--- config.mk ---
export PLATFORM = sky130hd
export DESIGN_NAME = turn_signal_ctrl
export DESIGN_NICKNAME = d
export VERILOG_FILES = /design/src/rtl/turn_signal_ctrl.sv
export SDC_FILE = /design/constraint.sdc
export NUM_CORES = 1
export LEC_CHECK = 0
export BUFFER_PORTS_ARGS = -buffer_cell sky130_fd_sc_hd__buf_2
export CELL_PAD_IN_SITES_DETAIL_PLACEMENT = 1
export CELL_PAD_IN_SITES_GLOBAL_PLACEMENT = 2
export CORE_UTILIZATION = 37
export DETAILED_ROUTE_END_ITERATION = 10
export PLACE_DENSITY = 0.78
export SYNTH_ARGS = -nofsm -noshare
export SYNTH_HDL_FRONTEND = slang
export SYNTH_SLANG_ARGS = --single-unit
export TNS_END_PERCENT = 20
--- constraint.sdc ---
create_clock -name clk -period 3.8 [get_ports clk]
set_input_delay 0.76 -clock clk [delete_from_list [all_inputs] [get_ports clk]]
set_output_delay 0.76 -clock clk [all_outputs]
set_load 0.03 [all_outputs]
--- src/rtl/turn_signal_ctrl.sv ---
// turn_signal_ctrl: turn-signal/hazard lamp controller with comfort blink.
// Define TURN_SIGNAL_DIAG_EN to enable bulb-fault fast blink in LEFT/RIGHT.
module turn_signal_ctrl #(
  parameter int BLINK_HALF  = 16,
  parameter int NUM_FLASHES = 5,
  parameter int FLASH_W     = 4
) (
  input  logic               clk,
  input  logic               reset,
  input  logic               E,
  input  logic               L,
  input  logic               R,
  input  logic               fault_l,
  input  logic               fault_r,
  output logic [1:0]         state,
  output logic               lamp_l,
  output logic               lamp_r,
  output logic [FLASH_W-1:0] flash_cnt
);
  localparam int CW = $clog2(BLINK_HALF + 1);
  localparam logic [CW-1:0] FULL_M1 = CW'(BLINK_HALF - 1);
  localparam logic [CW-1:0] FAST_M1 = CW'(BLINK_HALF / 2 - 1);
  localparam logic [FLASH_W-1:0] MIN_FL = FLASH_W'(NUM_FLASHES);

  typedef enum logic [1:0] {IDLE = 2'b00, RIGHT = 2'b01, LEFT = 2'b10, HAZ = 2'b11} st_e;

  st_e                state_q, state_d;
  logic               l_q, r_q, phase_q, phase_d, fast_q, fast_d;
  logic               lamp_l_q, lamp_l_d, lamp_r_q, lamp_r_d;
  logic [CW-1:0]      cnt_q, cnt_d, lim;
  logic [FLASH_W-1:0] flash_q, flash_d;
  logic               rise_l, rise_r, one_l, one_r, restart, wrap, fault_next;

  assign rise_l = L & ~l_q;
  assign rise_r = R & ~r_q;
  assign one_l  = rise_l & ~rise_r;
  assign one_r  = rise_r & ~rise_l;
  assign lim    = fast_q ? FAST_M1 : FULL_M1;

  always_comb begin
    state_d = state_q;
    phase_d = phase_q;
    cnt_d   = cnt_q;
    flash_d = flash_q;
    restart = 1'b0;
    wrap    = 1'b0;
    if (E && state_q != HAZ) begin
      state_d = HAZ;
      restart = 1'b1;
    end else if (!E && state_q == HAZ) begin
      state_d = IDLE;
      phase_d = 1'b0;
      cnt_d   = '0;
    end else if (!E && one_l && state_q != LEFT) begin
      state_d = LEFT;
      restart = 1'b1;
    end else if (!E && one_r && state_q != RIGHT) begin
      state_d = RIGHT;
      restart = 1'b1;
    end else if (state_q != IDLE) begin
      if (cnt_q == lim) begin
        wrap    = 1'b1;
        cnt_d   = '0;
        phase_d = ~phase_q;
        if (phase_q)
          flash_d = &flash_q ? flash_q : flash_q + 1'b1;
        // turns end only at an off->on boundary so the last flash is never clipped
        else if (state_q != HAZ && !(state_q == LEFT ? L : R) && flash_q >= MIN_FL) begin
          state_d = IDLE;
          phase_d = 1'b0;
        end
      end else
        cnt_d = cnt_q + 1'b1;
    end
    if (restart) begin
      cnt_d   = '0;
      phase_d = 1'b1;
      flash_d = '0;
    end
  end

`ifdef TURN_SIGNAL_DIAG_EN
  assign fault_next = (state_d == LEFT && fault_l) || (state_d == RIGHT && fault_r);
`else
  logic unused_fault;
  assign unused_fault = fault_l ^ fault_r;
  assign fault_next   = 1'b0;
`endif

  // half-period length is latched only at entry or wrap so a running half is never cut short
  assign fast_d   = (restart || wrap) ? fault_next : fast_q;
  assign lamp_l_d = phase_d && (state_d == LEFT || state_d == HAZ);
  assign lamp_r_d = phase_d && (state_d == RIGHT || state_d == HAZ);

  always_ff @(posedge clk or negedge reset) begin
    if (!reset) begin
      state_q  <= IDLE;
      l_q      <= 1'b0;
      r_q      <= 1'b0;
      phase_q  <= 1'b0;
      fast_q   <= 1'b0;
      cnt_q    <= '0;
      flash_q  <= '0;
      lamp_l_q <= 1'b0;
      lamp_r_q <= 1'b0;
    end else begin
      state_q  <= state_d;
      l_q      <= L;
      r_q      <= R;
      phase_q  <= phase_d;
      fast_q   <= fast_d;
      cnt_q    <= cnt_d;
      flash_q  <= flash_d;
      lamp_l_q <= lamp_l_d;
      lamp_r_q <= lamp_r_d;
    end
  end

  assign state     = state_q;
  assign lamp_l    = lamp_l_q;
  assign lamp_r    = lamp_r_q;
  assign flash_cnt = flash_q;
endmodule
After elaboration in Yosys (flattened, before gate mapping)
Cells that the tools add are included.
W data, S select, Z words.
{ "totals": {"output_inout_bits": 8, "elab_cells": 96, "regBits": 16, "inputBits": 7} }
{ "classes": {"reduce_logical": 22, "n_eq_ne": 16, "n_mux": 38, "order_cmp": 1, "bitwise_logic": 9, "add_sub_neg": 2} }
{ "ops": {"columns": ["cell", "count"], "rows": [
  ["$mux W4", 9],
  ["$mux W5", 7],
  ["$mux W2", 8],
  ["$mux W1", 14],
  ["$ne A2 B2 Y1 const B", 7],
  ["$logic_and A1 B1 Y1", 10],
  ["$eq A2 B2 Y1 const B", 4],
  ["$reduce_and A4 Y1", 2],
  ["$reduce_and A8 Y1", 1],
  ["$reduce_bool A2 Y1", 4],
  ["$ne A3 B3 Y1 const B", 2],
  ["$add A5 B1 Y5 const B", 1],
  ["$eq A5 B4 Y1 const B", 1],
  ["$not A1 Y1", 5],
  ["$add A4 B1 Y4 const B", 1],
  ["$and A1 B1 Y1", 4],
  ["$ge A4 B3 Y1 const B", 1],
  ["$reduce_bool A3 Y1", 1],
  ["$eq A2 B1 Y1 const B", 1],
  ["$logic_not A1 Y1", 2],
  ["$logic_or A1 B1 Y1", 2],
  ["$ne A2 B1 Y1 const B", 1]
]} }

Logic depth before layout (Yosys ltp)
Gate-level depths: netlist (run 1).
{ "depth": {"depth_word": 16, "mapped_depth": 7, "depth_no_buf": 7} }

Least setup slack after synthesis (run 1)
No wires, ideal clock.
{ "synth_timing": {"path_kind": "input to register", "start": "input L", "end": "register flash_q[3] (netlist: flash_cnt[3])", "n_path_buf": 0, "stages": 5, "path_slack_ns": 1.763, "required_time_ns": 3.675, "t_arrival_ns": 1.912, "setup_time_ns": 0.125, "cell_sequence": "nor2b_2 > a21oi_1 > a22o_4 > a211oi_1 > mux2_2"} }
{ "synth_via": {"elab_chain_cells": 11, "elab_cells_between_ends": 22, "cone_classes": "5 x eq/ne; 5 x mux; 4 x bitwise; 8 x reduce/logical"} }
{ "synth_rtl": {"columns": ["element", "line", "source"], "rows": [
  ["from (decl)", "11", "input logic L,"],
  ["$and A1 B1 Y1 (*)", "34", "assign rise_l = L & ~l_q;"],
  ["$not A1 Y1", "37", "assign one_r = rise_r & ~rise_l;"],
  ["$and A1 B1 Y1", "37", null],
  ["$logic_and A1 B1 Y1 (2 in series)", "57", "end else if (!E && one_r && state_q != RIGHT) begin"],
  ["$mux W1", "57", null],
  ["$mux W1", "54", "end else if (!E && one_l && state_q != LEFT) begin"],
  ["$mux W1", "50", "end else if (!E && state_q == HAZ) begin"],
  ["$mux W1", "47", "if (E && state_q != HAZ) begin"],
  ["$ne A2 B2 Y1 (no source line) or $reduce_bool A2 Y1 (tied branches)", null, null],
  ["$reduce_and A8 Y1 (no source line)", null, null],
  ["to (signal assigned)", "113", "flash_q <= flash_d;"],
  ["to (decl)", "31", "logic [FLASH_W-1:0] flash_q, flash_d;"]
]} }
Every way passes the cells marked *; elsewhere a longest branch is shown, timed or not.
A chain may end at the register's enable or synchronous reset.

Worst setup path in the final report (run 1)
{ "layout_timing": {"start": "register cnt_q[0]", "end": "register flash_q[3] (netlist: flash_cnt[3])"} }
{ "layout_via": {"elab_chain_cells": 3} }
{ "layout_rtl": {"columns": ["element", "line", "source"], "rows": [
  ["from (decl)", "30", "logic [CW-1:0] cnt_q, cnt_d, lim;"],
  ["from (signal assigned)", "112", "cnt_q <= cnt_d;"],
  ["$eq A5 B4 Y1", "61", "if (cnt_q == lim) begin"],
  ["$reduce_bool A2 Y1 (no source line)", null, null],
  ["$reduce_and A8 Y1 (no source line)", null, null]
]} }
Every way passes these cells.

==> results of run 1 <==
-- cells in the final DEF, fill, tap and decap left out, types with 2 or more instances in the layout --
master | Yosys | final
sky130_fd_sc_hd__nor3_1 | 2 | 2
sky130_fd_sc_hd__o22ai_1 | 2 | 2
sky130_fd_sc_hd__or2_2 | 2 | 2
sky130_fd_sc_hd__ha_1 | 4 | 4
sky130_fd_sc_hd__a22o_1 | 3 | 3
sky130_fd_sc_hd__a21oi_1 | 6 | 6
sky130_fd_sc_hd__o21ai_0 | 4 | 4
sky130_fd_sc_hd__buf_2 | 3 | 12
sky130_fd_sc_hd__clkbuf_4 | 0 | 3
sky130_fd_sc_hd__nand2_1 | 5 | 5
sky130_fd_sc_hd__o31a_1 | 2 | 2
sky130_fd_sc_hd__a211oi_1 | 3 | 3
sky130_fd_sc_hd__a21o_1 | 2 | 2
sky130_fd_sc_hd__a221o_1 | 2 | 2
sky130_fd_sc_hd__dfrtp_1 | 16 | 16
sky130_fd_sc_hd__nand2b_1 | 2 | 2
sky130_fd_sc_hd__nand4b_1 | 2 | 2
sky130_fd_sc_hd__inv_1 | 6 | 6
sky130_fd_sc_hd__nand3_1 | 5 | 5
sky130_fd_sc_hd__nor2_1 | 11 | 11
-- final cells by class --
class                   instances  share of cell area (%)
repair buffers                 12                    5.28
clock buffers                   3                    1.98
multi-input cells              81                    52.3
well taps                      30                    3.30
flip-flops and latches         16                    35.2
inverters                       6                    1.98
-- per-layer routing --
layer  vias up  share of wire (%)  global-route usage, %  wire, um
met3         5                3.0                   2.81        74
li1        419                  -                      -         -
met1       424                 49                   24.5      1190
met4         0                1.5                   6.43        37
met2        22                 46                   26.9      1130
met5         -                  0                      0         0
-- critical path: stages, from the launching register on --
cell and delay [ns]:
sky130_fd_sc_hd__dfrtp_1 0.41, sky130_fd_sc_hd__ha_1 0.23, sky130_fd_sc_hd__nand3_1 0.12, sky130_fd_sc_hd__nor2_1 0.31, sky130_fd_sc_hd__o311ai_4 0.20, sky130_fd_sc_hd__a211oi_1 0.35
sky130_fd_sc_hd__mux2_2 0.37
-- cells in the mapped netlist (all sizes together) --
master	count
nand2	5
o2bb2ai	1
o31a	2
o311a	1
nor4	1
buf	5
o31ai	1
nand4	1
or3	1
mux2	2
nor2	11
a22o	4
a21o	2
a221o	2
o311ai	1
a22oi	1
o21ai	5
nor3	2
dfrtp	16
or2b	2
xnor2	1
nor2b	2
a21boi	1
a21oi	6
o22ai	2
nand3	6
or2	4
a41o	1
a211oi	4
ha	4
and2b	1
nand4b	2
nand2b	2
inv	6
-- how the worst min path moves through the flow --
stage	startpoint	endpoint
after global placement	cnt_q[3]	cnt_q[3]
after global routing	reset	cnt_q[2]
after CTS	reset	cnt_q[4]
after floorplan	reset	cnt_q[0]
final	reset	cnt_q[4]
after detailed placement	cnt_q[3]	cnt_q[3]
-- power by group --
group / internal (uW) / switching [uW] / total, uW
Combinational: 42.1 / 67.8 / 110
Sequential: 186 / 17.9 / 204
Clock: 37.0 / 57.5 / 94.4
Total: 265 / 143 / 408
-- registers in the layout (all words and copies together) (netlist names) --
name / cells
flash_cnt: 4
r_q: 1
phase_q: 1
state: 2
l_q: 1
cnt_q: 5
lamp_r: 1
lamp_l: 1
-- logic make-up after synthesis --
kind of cell	share of synthesized area [%]
compound gates	28.0
xor+xnor	0.831
fa+ha+maj	4.75
buf+inv	5.69
flops	38.0
mux	2.14
simple gates	20.6
-- stage by stage --
stage                     area (um^2)  setup WS, ns  instances  utilization (%)
after floorplan                  1050          1.76        108                -
after global placement           1110          1.47        145             43.0
after detailed placement         1110          1.46        145             43.0
after CTS                        1140          1.68        148             43.9
after global routing             1140          1.52        148             43.9
final                            1140          1.70        148             43.9
==> impl_results.html, run 1 <==
<table>
<tr><th>Metric</th><th>Value</th></tr>
<tr><th colspan="2">Status</th></tr>
<tr><td>Result of the run</td><td>finished, final reports clean</td></tr>
<tr><th colspan="2">Placement</th></tr>
<tr><td>HPWL after DPL</td><td>between 1.5 and 2 mm</td></tr>
<tr><td>RePlAce Congestion</td><td>0.698</td></tr>
<tr><td>Quantity of I/O buffers inserted on ports</td><td>12</td></tr>
<tr><th colspan="2">Yosys</th></tr>
<tr><td>Biggest area consumer among synthesized cells</td><td>sky130_fd_sc_hd__dfrtp_1</td></tr>
<tr><td>Number of warning messages in the yosys log</td><td>0</td></tr>
<tr><td>Post-Syn Nets</td><td>119</td></tr>
<tr><td>Leading cell types by total area after synthesis</td><td>sky130_fd_sc_hd__dfrtp_1 (38%), sky130_fd_sc_hd__ha_1 (4.7%), sky130_fd_sc_hd__nor2_1 (3.9%)</td></tr>
<tr><td>Cell count after synthesis</td><td>roughly 110</td></tr>
<tr><td>Count of cell types in the netlist</td><td>44</td></tr>
<tr><td>Netlist area before placement</td><td>roughly 1100 um^2</td></tr>
<tr><td>Proportion of synthesized chip area in sequential cells</td><td>38.0%</td></tr>
<tr><td>Per-instance average area after synthesis</td><td>around 9.8 um^2</td></tr>
<tr><td>Top cell type's share of synthesized area</td><td>38.0%</td></tr>
<tr><td>Flop and latch count out of synthesis</td><td>16</td></tr>
<tr><th colspan="2">Routing</th></tr>
<tr><td>Antenna viol nets, final</td><td>0</td></tr>
<tr><td>Detailed-route vias per instance</td><td>5.88</td></tr>
<tr><td>Via Count</td><td>870</td></tr>
<tr><td>Routed wirelength normalized by instance count</td><td>around 16 um</td></tr>
<tr><td>Total DRC errors in the routed layout</td><td>0</td></tr>
<tr><td>Wirelength, routed</td><td>~2.4 mm</td></tr>
<tr><td>Initial DRC Count</td><td>14</td></tr>
<tr><td>First drt pass iteration count</td><td>4</td></tr>
<tr><th colspan="2">Power and ir drop</th></tr>
<tr><td>Peak ir drop on the vdd network</td><td>226 uV</td></tr>
<tr><td>Total power per unit cell area</td><td>between 300 and 400 nW/um^2</td></tr>
<tr><td>Leak Pwr</td><td>0.000491 uW</td></tr>
<tr><td>Overall power of the completed layout</td><td>408 uW</td></tr>
<tr><th colspan="2">Worst setup path</th></tr>
<tr><td>Logic depth of the worst register-to-register path</td><td>6</td></tr>
<tr><td>Biggest fanout along the worst timing path</td><td>5</td></tr>
<tr><td>Crit path from</td><td>cnt_q[0]</td></tr>
<tr><td>Critical path required time</td><td>3.98 ns</td></tr>
<tr><td>Startpoint Class</td><td>register</td></tr>
<tr><td>Crit. End Element</td><td>register</td></tr>
<tr><td>Worst reg2reg path startpoint</td><td>cnt_q[0]</td></tr>
<tr><td>Endpoint of the lowest-slack register-to-register path</td><td>flash_cnt[3]</td></tr>
<tr><td>Data arrival time of the critical path</td><td>2.29 ns</td></tr>
<tr><td>Crit Path Category</td><td>register to register</td></tr>
<tr><td>R2R setup slack</td><td>1.70 ns</td></tr>
<tr><td>Capture point of the worst path</td><td>flash_cnt[3]</td></tr>
<tr><th colspan="2">Clocking</th></tr>
<tr><td>Number of buffers inserted for hold repair after clock tree synthesis</td><td>0</td></tr>
<tr><td>Clock sink count</td><td>16</td></tr>
<tr><td>Clk buf depth</td><td>2</td></tr>
<tr><td>Clock root buffer</td><td>sky130_fd_sc_hd__clkbuf_4</td></tr>
<tr><td>Number of CTS-inserted buffers</td><td>3</td></tr>
<tr><td>Count of cells resized by post-cts repair</td><td>0</td></tr>
<tr><td>Htree depth</td><td>1</td></tr>
<tr><td>Worst skew pair latency</td><td>0.30 ns</td></tr>
<tr><td>Clock transition at the register clock pins on the worst setup and hold paths after CTS</td><td>approximately 0.10 ns</td></tr>
<tr><td>CTS tree</td><td>done</td></tr>
<tr><td>Post-CTS Repair Setup Buffers</td><td>0</td></tr>
<tr><th colspan="2">Cells and area</th></tr>
<tr><td>Net count of the finished layout</td><td>131</td></tr>
<tr><td>Diodes inserted</td><td>0</td></tr>
<tr><td>Fraction of layout cells with a size suffix above 1</td><td>22.0%</td></tr>
<tr><td>P&amp;R area growth vs syn</td><td>7.83%</td></tr>
<tr><td>FILL cells</td><td>301</td></tr>
<tr><td>Area occupied by registers</td><td>400 um^2</td></tr>
<tr><td>Multi-input logic area</td><td>594 um^2</td></tr>
<tr><th colspan="2">Floorplanning</th></tr>
<tr><td>IO Count</td><td>15</td></tr>
<tr><td>Y dimension of the die</td><td>55.4 um</td></tr>
<tr><td>Chip Width</td><td>55.4 um</td></tr>
<tr><td>Core Footprint</td><td>2590 um^2</td></tr>
<tr><td>Initial core utilization</td><td>40.7%</td></tr>
<tr><td>Std-Cell Rows</td><td>18</td></tr>
<tr><td>DIE AREA</td><td>roughly 3100 um^2</td></tr>
<tr><th colspan="2">Timing</th></tr>
<tr><td>Worst rel slew slack</td><td>between 60% and 70%</td></tr>
<tr><td>Slew Limit Fails</td><td>0</td></tr>
<tr><td>Final min period</td><td>2.10 ns</td></tr>
<tr><td>RSZ-0062 raised after global routing</td><td>false</td></tr>
<tr><td>Final-layout setup total negative slack</td><td>0 ns</td></tr>
<tr><td>Skew final</td><td>0.0117 ns</td></tr>
<tr><td>Setup violators final</td><td>0</td></tr>
<tr><td>Hold Fails Final Rpt</td><td>0</td></tr>
<tr><td>Maximum operating frequency</td><td>approximately 480 MHz</td></tr>
<tr><td>Worst Max-Slew Pin Slew</td><td>0.463 ns</td></tr>
<tr><td>Final-layout worst hold slack</td><td>0.361 ns</td></tr>
<tr><td>Period utilization</td><td>55.4%</td></tr>
<tr><th colspan="2">GRT</th></tr>
<tr><td>Largest net degree at the start of global routing</td><td>17</td></tr>
<tr><td>Via count of the first global-routing pass</td><td>897</td></tr>
<tr><td>Antenna violations before repair</td><td>0</td></tr>
<tr><td>Wire length of the first global-routing pass</td><td>4.25 mm</td></tr>
<tr><td>All-Layer GR Usage</td><td>about 17%</td></tr>
<tr><td>Grt total ovfl</td><td>0</td></tr>
<tr><th colspan="2">Worst hold path</th></tr>
<tr><td>Type of the most critical hold path</td><td>input port to asynchronous set/reset pin</td></tr>
<tr><th colspan="2">Flow run</th></tr>
<tr><td>Number of maximum-capacitance violations</td><td>0</td></tr>
</table>
Power figures use the tool's default switching activity.
==> inputs of run 2 (changes only) <==
--- a/config.mk
+++ b/config.mk
@@ -8,9 +8,9 @@
 export BUFFER_PORTS_ARGS = -buffer_cell sky130_fd_sc_hd__buf_2
 export CELL_PAD_IN_SITES_DETAIL_PLACEMENT = 1
 export CELL_PAD_IN_SITES_GLOBAL_PLACEMENT = 2
-export CORE_UTILIZATION = 37
+export CORE_UTILIZATION = 35
 export DETAILED_ROUTE_END_ITERATION = 10
-export PLACE_DENSITY = 0.78
+export PLACE_DENSITY = 0.75
 export SYNTH_ARGS = -nofsm -noshare
 export SYNTH_HDL_FRONTEND = slang
 export SYNTH_SLANG_ARGS = --single-unit
==> constraint.sdc (replaced) <==
create_clock -name clk -period 2 [get_ports clk]
set_input_delay 0.4 -clock clk [delete_from_list [all_inputs] [get_ports clk]]
set_output_delay 0.4 -clock clk [all_outputs]
set_load 0.03 [all_outputs]
==> impl_results.html, run 2 (synthesized netlist as in run 1, its figures left out) <==
<table>
<tr><th>Metric</th><th>Value</th></tr>
<tr><th colspan="2">Clocking</th></tr>
<tr><td>Clk buf depth</td><td>2 (unchanged)</td></tr>
<tr><td>Worst skew pair latency</td><td>0.29 ns (was 0.30 ns)</td></tr>
<tr><td>Htree depth</td><td>1 (unchanged)</td></tr>
<tr><td>Number of CTS-inserted buffers</td><td>3 (unchanged)</td></tr>
<tr><td>Clock sink count</td><td>16 (unchanged)</td></tr>
<tr><td>CTS tree</td><td>done (unchanged)</td></tr>
<tr><td>Clock root buffer</td><td>sky130_fd_sc_hd__clkbuf_4 (unchanged)</td></tr>
<tr><td>Clock transition at the register clock pins on the worst setup and hold paths after CTS</td><td>0.10 ns (about the same)</td></tr>
<tr><th colspan="2">Cells and area</th></tr>
<tr><td>P&amp;R area growth vs syn</td><td>15.9% (was 7.83%)</td></tr>
<tr><td>Final Cell Area</td><td>1220 um^2 (was 1140 um^2)</td></tr>
<tr><td>Max reg flops</td><td>5 (unchanged)</td></tr>
<tr><td>Fraction of layout cells with a size suffix above 1</td><td>28.9% (was 22.0%)</td></tr>
<tr><td>Diodes inserted</td><td>0 (unchanged)</td></tr>
<tr><td>Net count of the finished layout</td><td>140 (was 131)</td></tr>
<tr><td>Most used cells in the layout excluding fill and tap cells</td><td>sky130_fd_sc_hd__dfrtp_1 (16), sky130_fd_sc_hd__buf_2 (12), sky130_fd_sc_hd__nor2_1 (10) (was sky130_fd_sc_hd__dfrtp_1 (16), sky130_fd_sc_hd__buf_2 (12), sky130_fd_sc_hd__nor2_1 (11))</td></tr>
<tr><td>Most common library cell in the layout ignoring fill and taps</td><td>sky130_fd_sc_hd__dfrtp_1 (unchanged)</td></tr>
<tr><td>Largest reg by FF count</td><td>cnt_q (unchanged)</td></tr>
<tr><th colspan="2">Floorplanning</th></tr>
<tr><td>Core Footprint</td><td>2810 um^2 (was 2590 um^2)</td></tr>
<tr><td>Chip Width</td><td>56.9 um (was 55.4 um)</td></tr>
<tr><td>Y dimension of the die</td><td>56.9 um (was 55.4 um)</td></tr>
<tr><td>DIE AREA</td><td>3240 um^2 (was 3070 um^2)</td></tr>
<tr><td>IO Count</td><td>15 (unchanged)</td></tr>
<tr><td>Std-Cell Rows</td><td>19 (was 18)</td></tr>
<tr><td>Initial core utilization</td><td>37.6% (was 40.7%)</td></tr>
<tr><th colspan="2">Power and ir drop</th></tr>
<tr><td>Cell internal pwr</td><td>558 uW (was 265 uW)</td></tr>
<tr><td>Relative contribution of sequential cells to total power</td><td>46.0% (was 50.0%)</td></tr>
<tr><td>Clock power share</td><td>25.8% (was 23.1%)</td></tr>
<tr><td>Switching power share of the total</td><td>32.4% (was 35.1%)</td></tr>
<tr><td>Total power per unit cell area</td><td>676 nW/um^2 (was 359 nW/um^2)</td></tr>
<tr><td>Comb pwr share</td><td>28.2% (was 26.9%)</td></tr>
<tr><td>Peak ir drop on the vdd network</td><td>422 uV (was 226 uV)</td></tr>
<tr><td>Leak Pwr</td><td>0.000543 uW (was 0.000491 uW)</td></tr>
<tr><td>Switching power summed over all nets</td><td>268 uW (was 143 uW)</td></tr>
<tr><th colspan="2">GRT</th></tr>
<tr><td>Via count of the first global-routing pass</td><td>927 (was 897)</td></tr>
<tr><td>Grt total ovfl</td><td>0 (unchanged)</td></tr>
<tr><td>Global-route met2 utilization</td><td>28.9% (was 26.9%)</td></tr>
<tr><td>Largest net degree at the start of global routing</td><td>17 (unchanged)</td></tr>
<tr><td>GR peak layer</td><td>met2 (unchanged)</td></tr>
<tr><td>Antenna violations before repair</td><td>0 (unchanged)</td></tr>
<tr><td>Met1 Use GR</td><td>21.1% (was 24.5%)</td></tr>
<tr><td>All-Layer GR Usage</td><td>16.9% (was 17.4%)</td></tr>
<tr><td>Met3 Track Usage GR</td><td>5.07% (was 2.81%)</td></tr>
<tr><td>Wire length of the first global-routing pass</td><td>4.19 mm (was 4.25 mm)</td></tr>
<tr><th colspan="2">Timing</th></tr>
<tr><td>Final-layout setup total negative slack</td><td>0 ns (unchanged)</td></tr>
<tr><td>Maximum operating frequency</td><td>532 MHz (was 475 MHz)</td></tr>
<tr><td>Hold Fails Final Rpt</td><td>0 (unchanged)</td></tr>
<tr><td>Final min period</td><td>1.88 ns (was 2.10 ns)</td></tr>
<tr><td>Skew final</td><td>0.0110 ns (was 0.0117 ns)</td></tr>
<tr><td>RSZ-0062 raised after global routing</td><td>false (unchanged)</td></tr>
<tr><td>Setup violators final</td><td>0 (unchanged)</td></tr>
<tr><td>Period utilization</td><td>94.0% (was 55.4%)</td></tr>
<tr><td>Slew Limit Fails</td><td>0 (unchanged)</td></tr>
<tr><td>Worst rel slew slack</td><td>70.3% (was 68.8%)</td></tr>
<tr><td>Worst Max-Slew Pin Slew</td><td>0.442 ns (was 0.463 ns)</td></tr>
<tr><th colspan="2">Worst setup path</th></tr>
<tr><td>Startpoint Class</td><td>register (unchanged)</td></tr>
<tr><td>Data arrival time of the critical path</td><td>2.07 ns (was 2.29 ns)</td></tr>
<tr><td>Biggest fanout along the worst timing path</td><td>10 (was 5)</td></tr>
<tr><td>Crit path from</td><td>state[0] (was cnt_q[0])</td></tr>
<tr><td>Critical path required time</td><td>2.19 ns (was 3.98 ns)</td></tr>
<tr><td>Worst reg2reg path startpoint</td><td>state[0] (was cnt_q[0])</td></tr>
<tr><td>Crit Path Category</td><td>register to register (unchanged)</td></tr>
<tr><td>Crit. End Element</td><td>register (unchanged)</td></tr>
<tr><th colspan="2">Routing</th></tr>
<tr><td>Routed wirelength normalized by instance count</td><td>15.1 um (was 16.5 um)</td></tr>
<tr><td>Via Count</td><td>888 (was 870)</td></tr>
<tr><td>Total DRC errors in the routed layout</td><td>2 (was 0)</td></tr>
<tr><td>Detailed-route vias per instance</td><td>5.58 (was 5.88)</td></tr>
<tr><td>First drt pass iteration count</td><td>7 (was 4)</td></tr>
<tr><td>Antenna viol nets, final</td><td>0 (unchanged)</td></tr>
<tr><td>Wirelength, routed</td><td>2.40 mm (was 2.44 mm)</td></tr>
<tr><td>Initial DRC Count</td><td>30 (was 14)</td></tr>
<tr><th colspan="2">Status</th></tr>
<tr><td>Failing checks</td><td>design-rule violations</td></tr>
<tr><td>Result of the run</td><td>finished, violations left (was finished, final reports clean)</td></tr>
<tr><th colspan="2">Placement</th></tr>
<tr><td>RePlAce Congestion</td><td>0.792 (was 0.698)</td></tr>
<tr><td>HPWL after DPL</td><td>1.89 mm (was 1.81 mm)</td></tr>
<tr><td>Cell Area, Placed</td><td>1180 um^2 (was 1110 um^2)</td></tr>
<tr><td>Quantity of I/O buffers inserted on ports</td><td>12 (unchanged)</td></tr>
<tr><th colspan="2">Worst hold path</th></tr>
<tr><td>Type of the most critical hold path</td><td>input port to asynchronous set/reset pin (unchanged)</td></tr>
<tr><th colspan="2">Flow run</th></tr>
<tr><td>Number of maximum-capacitance violations</td><td>0 (unchanged)</td></tr>
</table>
[run 2: cell types whose count changed in the layout (fill, tap and decap cells not counted)]
cell,before,now
sky130_fd_sc_hd__clkbuf_8,0,1
sky130_fd_sc_hd__nor2_1,11,10
sky130_fd_sc_hd__buf_4,0,9
sky130_fd_sc_hd__nor2_2,0,1
[run 2: through the flow]
step	instances	total power, uW	setup WS, ns	utilization (%)	hold slack, ns
floorplan	108	556	0.0806	-	0.104
global placement	155	618	0.102	42.2	0.347
detailed placement	155	621	0.0259	42.2	0.346
CTS	159	841	0.0635	43.5	0.0183
global route	159	883	0.0259	43.6	0.0276
finish	159	826	0.120	43.6	0.0146
[run 2: power by group through the flow]
stage,Clock (uW),Combinational [uW],Sequential [uW]
after floorplan,0,149,407
after global placement,0,233,386
after detailed placement,0,233,388
after CTS,225,235,381
after global routing,238,261,385
final,213,233,380
[run 2: critical path, stage by stage (launching register included)]
cell                       delay [ns]
sky130_fd_sc_hd__dfrtp_1         0.48
sky130_fd_sc_hd__or2b_2          0.22
sky130_fd_sc_hd__nand3_2         0.12
sky130_fd_sc_hd__a22o_4          0.31
sky130_fd_sc_hd__a211oi_1        0.29
sky130_fd_sc_hd__mux2_2          0.37
[run 2: area by class of cell]
| type | instances | area, um^2 |
|---|---|---|
| clock buffers | 4 | 36.3 |
| fillers | 334 | 1580 |
| inverters | 6 | 22.5 |
| multi-input cells | 81 | 597 |
| flip-flops and latches | 16 | 400 |
| well taps | 31 | 38.8 |
| repair buffers | 21 | 128 |
[run 2: worst paths after layout]
path | to | slack [ns] | depth (start not counted)
max | flash_cnt[3] | 0.12 | 5
min | l_q | 0.01 | 1
max reg2reg | flash_cnt[3] | 0.12 | 5
min reg2reg | cnt_q[3] | 0.54 | 1
max in group asynchronous | cnt_q[3] | 1.70 | 1
min in group clk | l_q | 0.25 | 1
[run 2: timing repair]
item                                   4_1_cts  5_1_grt
setup endpoints to repair                    0        2
buffers inserted                             0        0
endpoints found under the hold margin        0        0
gates resized for setup                      0        1
hold buffers                                 0        0
[run 2: routing by layer]
layer | up-vias | routed length, um
li1 | 439 | -
met1 | 433 | 1210
met2 | 14 | 1100
met3 | 2 | 75
met4 | 0 | 9
met5 | - | 0
==> inputs of run 3 (changes only) <==
--- a/config.mk
+++ b/config.mk
@@ -5,12 +5,14 @@
 export SDC_FILE = /design/constraint.sdc
 export NUM_CORES = 1
 export LEC_CHECK = 0
+export ABC_AREA = 1
 export BUFFER_PORTS_ARGS = -buffer_cell sky130_fd_sc_hd__buf_2
 export CELL_PAD_IN_SITES_DETAIL_PLACEMENT = 1
 export CELL_PAD_IN_SITES_GLOBAL_PLACEMENT = 2
-export CORE_UTILIZATION = 35
+export CORE_UTILIZATION = 31
 export DETAILED_ROUTE_END_ITERATION = 10
-export PLACE_DENSITY = 0.75
+export PLACE_DENSITY = 0.74
+export SLEW_MARGIN = 20
 export SYNTH_ARGS = -nofsm -noshare
 export SYNTH_HDL_FRONTEND = slang
 export SYNTH_SLANG_ARGS = --single-unit
==> impl_results.html, run 3 <==
<table>
<tr><th>Metric</th><th>Value</th></tr>
<tr><th colspan="2">Clocking</th></tr>
<tr><td>Worst skew pair latency</td><td>0.28 ns (was 0.29 ns)</td></tr>
<tr><td>Number of CTS-inserted buffers</td><td>3 (unchanged)</td></tr>
<tr><td>Clock transition at the register clock pins on the worst setup and hold paths after CTS</td><td>0.09 ns (was 0.10 ns)</td></tr>
<tr><td>Clock sink count</td><td>16 (unchanged)</td></tr>
<tr><td>Htree depth</td><td>1 (unchanged)</td></tr>
<tr><td>Number of buffers inserted for hold repair after clock tree synthesis</td><td>0 (unchanged)</td></tr>
<tr><td>Post-CTS Repair Setup Buffers</td><td>0 (unchanged)</td></tr>
<tr><td>CTS tree</td><td>done (unchanged)</td></tr>
<tr><td>Count of cells resized by post-cts repair</td><td>0 (unchanged)</td></tr>
<tr><td>Clk buf depth</td><td>2 (unchanged)</td></tr>
<tr><td>Clock root buffer</td><td>sky130_fd_sc_hd__clkbuf_4 (unchanged)</td></tr>
<tr><th colspan="2">Floorplanning</th></tr>
<tr><td>DIE AREA</td><td>3460 um^2 (was 3240 um^2)</td></tr>
<tr><td>Std-Cell Rows</td><td>20 (was 19)</td></tr>
<tr><td>Chip Width</td><td>58.8 um (was 56.9 um)</td></tr>
<tr><td>Initial core utilization</td><td>32.7% (was 37.6%)</td></tr>
<tr><td>IO Count</td><td>15 (unchanged)</td></tr>
<tr><td>Y dimension of the die</td><td>58.8 um (was 56.9 um)</td></tr>
<tr><td>Core Footprint</td><td>3050 um^2 (was 2810 um^2)</td></tr>
<tr><th colspan="2">Timing</th></tr>
<tr><td>Worst rel slew slack</td><td>74.3% (was 70.3%)</td></tr>
<tr><td>Final min period</td><td>1.57 ns (was 1.88 ns)</td></tr>
<tr><td>Period utilization</td><td>78.3% (was 94.0%)</td></tr>
<tr><td>Setup violators final</td><td>0 (unchanged)</td></tr>
<tr><td>Hold Fails Final Rpt</td><td>0 (unchanged)</td></tr>
<tr><td>Final-layout setup total negative slack</td><td>0 ns (unchanged)</td></tr>
<tr><td>Maximum operating frequency</td><td>639 MHz (was 532 MHz)</td></tr>
<tr><td>Slew Limit Fails</td><td>0 (unchanged)</td></tr>
<tr><td>Worst Max-Slew Pin Slew</td><td>0.386 ns (was 0.442 ns)</td></tr>
<tr><td>Skew final</td><td>0.00321 ns (was 0.0110 ns)</td></tr>
<tr><td>RSZ-0062 raised after global routing</td><td>false (unchanged)</td></tr>
<tr><td>Final-layout worst hold slack</td><td>0.0291 ns (was 0.0146 ns)</td></tr>
<tr><th colspan="2">Cells and area</th></tr>
<tr><td>FILL cells</td><td>406 (was 334)</td></tr>
<tr><td>Area occupied by registers</td><td>400 um^2 (unchanged)</td></tr>
<tr><td>Multi-input logic area</td><td>517 um^2 (was 597 um^2)</td></tr>
<tr><td>Most used cells in the layout excluding fill and tap cells</td><td>sky130_fd_sc_hd__nand2_1 (46), sky130_fd_sc_hd__inv_1 (20), sky130_fd_sc_hd__nor2_1 (16), sky130_fd_sc_hd__dfrtp_1 (16), sky130_fd_sc_hd__buf_2 (12) (was sky130_fd_sc_hd__dfrtp_1 (16), sky130_fd_sc_hd__buf_2 (12), sky130_fd_sc_hd__nor2_1 (10))</td></tr>
<tr><td>Diodes inserted</td><td>0 (unchanged)</td></tr>
<tr><td>Fraction of layout cells with a size suffix above 1</td><td>19.2% (was 28.9%)</td></tr>
<tr><td>P&amp;R area growth vs syn</td><td>14.5% (was 15.9%)</td></tr>
<tr><td>Net count of the finished layout</td><td>169 (was 140)</td></tr>
<tr><td>Largest reg by FF count</td><td>cnt_q (unchanged)</td></tr>
<tr><td>Most common library cell in the layout ignoring fill and taps</td><td>sky130_fd_sc_hd__nand2_1 (was sky130_fd_sc_hd__dfrtp_1)</td></tr>
<tr><td>Max reg flops</td><td>5 (unchanged)</td></tr>
<tr><th colspan="2">GRT</th></tr>
<tr><td>All-Layer GR Usage</td><td>15.5% (was 16.9%)</td></tr>
<tr><td>Via count of the first global-routing pass</td><td>914 (was 927)</td></tr>
<tr><td>Grt total ovfl</td><td>0 (unchanged)</td></tr>
<tr><td>Wire length of the first global-routing pass</td><td>4.02 mm (was 4.19 mm)</td></tr>
<tr><td>Antenna violations before repair</td><td>0 (unchanged)</td></tr>
<tr><td>Largest net degree at the start of global routing</td><td>17 (unchanged)</td></tr>
<tr><th colspan="2">Yosys</th></tr>
<tr><td>Count of flip-flops with a built-in enable after synthesis</td><td>0 (unchanged)</td></tr>
<tr><td>Biggest area consumer among synthesized cells</td><td>sky130_fd_sc_hd__dfrtp_1 (unchanged)</td></tr>
<tr><td>Top cell type's share of synthesized area</td><td>40.1% (was 38.0%)</td></tr>
<tr><td>Number of warning messages in the yosys log</td><td>0 (unchanged)</td></tr>
<tr><td>Proportion of synthesized chip area in sequential cells</td><td>40.1% (was 38.0%)</td></tr>
<tr><td>Leading cell types by total area after synthesis</td><td>sky130_fd_sc_hd__dfrtp_1 (40%), sky130_fd_sc_hd__nand2_1 (17%), sky130_fd_sc_hd__inv_1 (7.5%) (was sky130_fd_sc_hd__dfrtp_1 (38%), sky130_fd_sc_hd__ha_1 (4.7%), sky130_fd_sc_hd__nor2_1 (3.9%))</td></tr>
<tr><td>Most frequently used cell type in the post-synthesis netlist</td><td>sky130_fd_sc_hd__nand2_1 (was sky130_fd_sc_hd__dfrtp_1)</td></tr>
<tr><td>Top_reg_cell synth</td><td>sky130_fd_sc_hd__dfrtp_1 (unchanged)</td></tr>
<tr><td>Commonest cells in the synthesized netlist</td><td>sky130_fd_sc_hd__nand2_1 (46), sky130_fd_sc_hd__inv_1 (20), sky130_fd_sc_hd__dfrtp_1 (16), sky130_fd_sc_hd__nor2_1 (16), sky130_fd_sc_hd__a21oi_1 (9) (was sky130_fd_sc_hd__dfrtp_1 (16), sky130_fd_sc_hd__nor2_1 (11), sky130_fd_sc_hd__a21oi_1 (6), sky130_fd_sc_hd__inv_1 (6))</td></tr>
<tr><td>Count of cell types in the netlist</td><td>20 (was 44)</td></tr>
<tr><td>Synth async-reset ratio</td><td>100% (unchanged)</td></tr>
<tr><td>Cell count after synthesis</td><td>140 (was 108)</td></tr>
<tr><td>Flop and latch count out of synthesis</td><td>16 (unchanged)</td></tr>
<tr><td>Per-instance average area after synthesis</td><td>7.14 um^2 (was 9.77 um^2)</td></tr>
<tr><td>Post-Syn Nets</td><td>151 (was 119)</td></tr>
<tr><td>Netlist area before placement</td><td>1000 um^2 (was 1050 um^2)</td></tr>
<tr><th colspan="2">Power and ir drop</th></tr>
<tr><td>Leak Pwr</td><td>0.000653 uW (was 0.000543 uW)</td></tr>
<tr><td>Total power per unit cell area</td><td>1280 nW/um^2 (was 676 nW/um^2)</td></tr>
<tr><td>Peak ir drop on the vdd network</td><td>444 uV (was 422 uV)</td></tr>
<tr><th colspan="2">Status</th></tr>
<tr><td>Result of the run</td><td>finished, final reports clean (was finished, violations left)</td></tr>
<tr><th colspan="2">Worst setup path</th></tr>
<tr><td>Crit Path Category</td><td>register to register (unchanged)</td></tr>
<tr><td>Crit. End Element</td><td>register (unchanged)</td></tr>
<tr><td>Critical path required time</td><td>2.21 ns (was 2.19 ns)</td></tr>
<tr><td>Biggest fanout along the worst timing path</td><td>4 (was 10)</td></tr>
<tr><td>Data arrival time of the critical path</td><td>1.77 ns (was 2.07 ns)</td></tr>
<tr><td>Startpoint Class</td><td>register (unchanged)</td></tr>
<tr><td>Logic depth of the worst register-to-register path</td><td>9 (was 5)</td></tr>
<tr><th colspan="2">Placement</th></tr>
<tr><td>Quantity of I/O buffers inserted on ports</td><td>12 (unchanged)</td></tr>
<tr><td>HPWL after DPL</td><td>1.83 mm (was 1.89 mm)</td></tr>
<tr><td>RePlAce Congestion</td><td>0.802 (was 0.792)</td></tr>
<tr><th colspan="2">Routing</th></tr>
<tr><td>First drt pass iteration count</td><td>4 (was 7)</td></tr>
<tr><td>Wirelength, routed</td><td>2.22 mm (was 2.40 mm)</td></tr>
<tr><td>Antenna viol nets, final</td><td>0 (unchanged)</td></tr>
<tr><td>Via Count</td><td>871 (was 888)</td></tr>
<tr><td>Initial DRC Count</td><td>19 (was 30)</td></tr>
<tr><td>Routed wirelength normalized by instance count</td><td>11.1 um (was 15.1 um)</td></tr>
<tr><td>Total DRC errors in the routed layout</td><td>0 (was 2)</td></tr>
<tr><td>Detailed-route vias per instance</td><td>4.36 (was 5.58)</td></tr>
<tr><th colspan="2">Worst hold path</th></tr>
<tr><td>Type of the most critical hold path</td><td>input port to asynchronous set/reset pin (unchanged)</td></tr>
<tr><th colspan="2">Flow run</th></tr>
<tr><td>Number of maximum-capacitance violations</td><td>0 (unchanged)</td></tr>
</table>
==> run 3: cell count changes after synthesis, sizes merged, moves of 4 or more <==
cell	before	now
nor2	11	22
or2	4	0
buf	5	0
a211oi	4	0
nand2	5	48
a22o	4	0
inv	6	22
==> run 3: kinds of logic (layout without fill, tap and decap cells) <==
| group | after synthesis | after routing | share of synthesized area (%) |
|---|---|---|---|
| fa+ha+maj | 4 | 4 | 5.01 |
| compound gates | 13 | 13 | 6.51 |
| flops | 16 | 16 | 40.0 |
| xor+xnor | 3 | 3 | 2.63 |
| buf+inv | 22 | 38 | 8.26 |
| simple gates | 82 | 82 | 37.5 |
==> run 3: worst paths after layout <==
check | slack, ns | startpoint | to
min in group clk | 0.25 | R | r_q
max | 0.43 | cnt_q[0] | lamp_r
max in group asynchronous | 1.70 | reset | phase_q
min reg2reg | 0.53 | cnt_q[1] | cnt_q[1]
min | 0.03 | reset | lamp_r
max reg2reg | 0.43 | cnt_q[0] | lamp_r
==> run 3: power by group <==
part	total [uW]	switching, uW	internal (uW)
logic	779	531	248
registers	521	97.6	423
clock network	167	97.2	69.7
total	1470	726	741
==> run 3: per-stage QoR <==
step / cell area [um^2] / instances / setup WS [ns] / total power [uW] / utilization (%)
3_5_place_dp: 1120 / 197 / 0.452 / 1330 / 36.8
2_1_floorplan: 1000 / 140 / 0.497 / 1100 / -
5_1_grt: 1140 / 200 / 0.246 / 1630 / 37.5
6_report: 1140 / 200 / 0.435 / 1470 / 37.5
4_1_cts: 1140 / 200 / 0.427 / 1500 / 37.5
3_3_place_gp: 1120 / 197 / 0.479 / 1310 / 36.8
==> run 3: final cells by class <==
| cell class | instances | area share (%) |
|---|---|---|
| multi-input cells | 102 | 45.1 |
| flip-flops and latches | 16 | 35.0 |
| inverters | 22 | 7.21 |
| repair buffers | 13 | 5.90 |
| well taps | 44 | 4.81 |
| clock buffers | 3 | 1.97 |
==> run 3: layer usage <==
| layer | vias to the layer above | track usage, % | share of wire (%) |
|---|---|---|---|
| li1 | 461 | - | - |
| met1 | 400 | 19.3 | 48 |
| met2 | 8 | 26.9 | 49 |
| met3 | 2 | 1.98 | 2.7 |
| met4 | 0 | 6.12 | 0.45 |
| met5 | - | 0 | 0 |
==> run 3: worst max-delay path, cell delays in order (launching register included) <==
cell	delay (ns)
sky130_fd_sc_hd__dfrtp_1	0.40
sky130_fd_sc_hd__ha_1	0.23
sky130_fd_sc_hd__nand3_1	0.14
sky130_fd_sc_hd__nor2_2	0.17
sky130_fd_sc_hd__nand2_1	0.11
sky130_fd_sc_hd__a21oi_1	0.12
sky130_fd_sc_hd__nand2_1	0.06
sky130_fd_sc_hd__nand2_1	0.05
sky130_fd_sc_hd__nand2_1	0.07
sky130_fd_sc_hd__a21oi_1	0.13
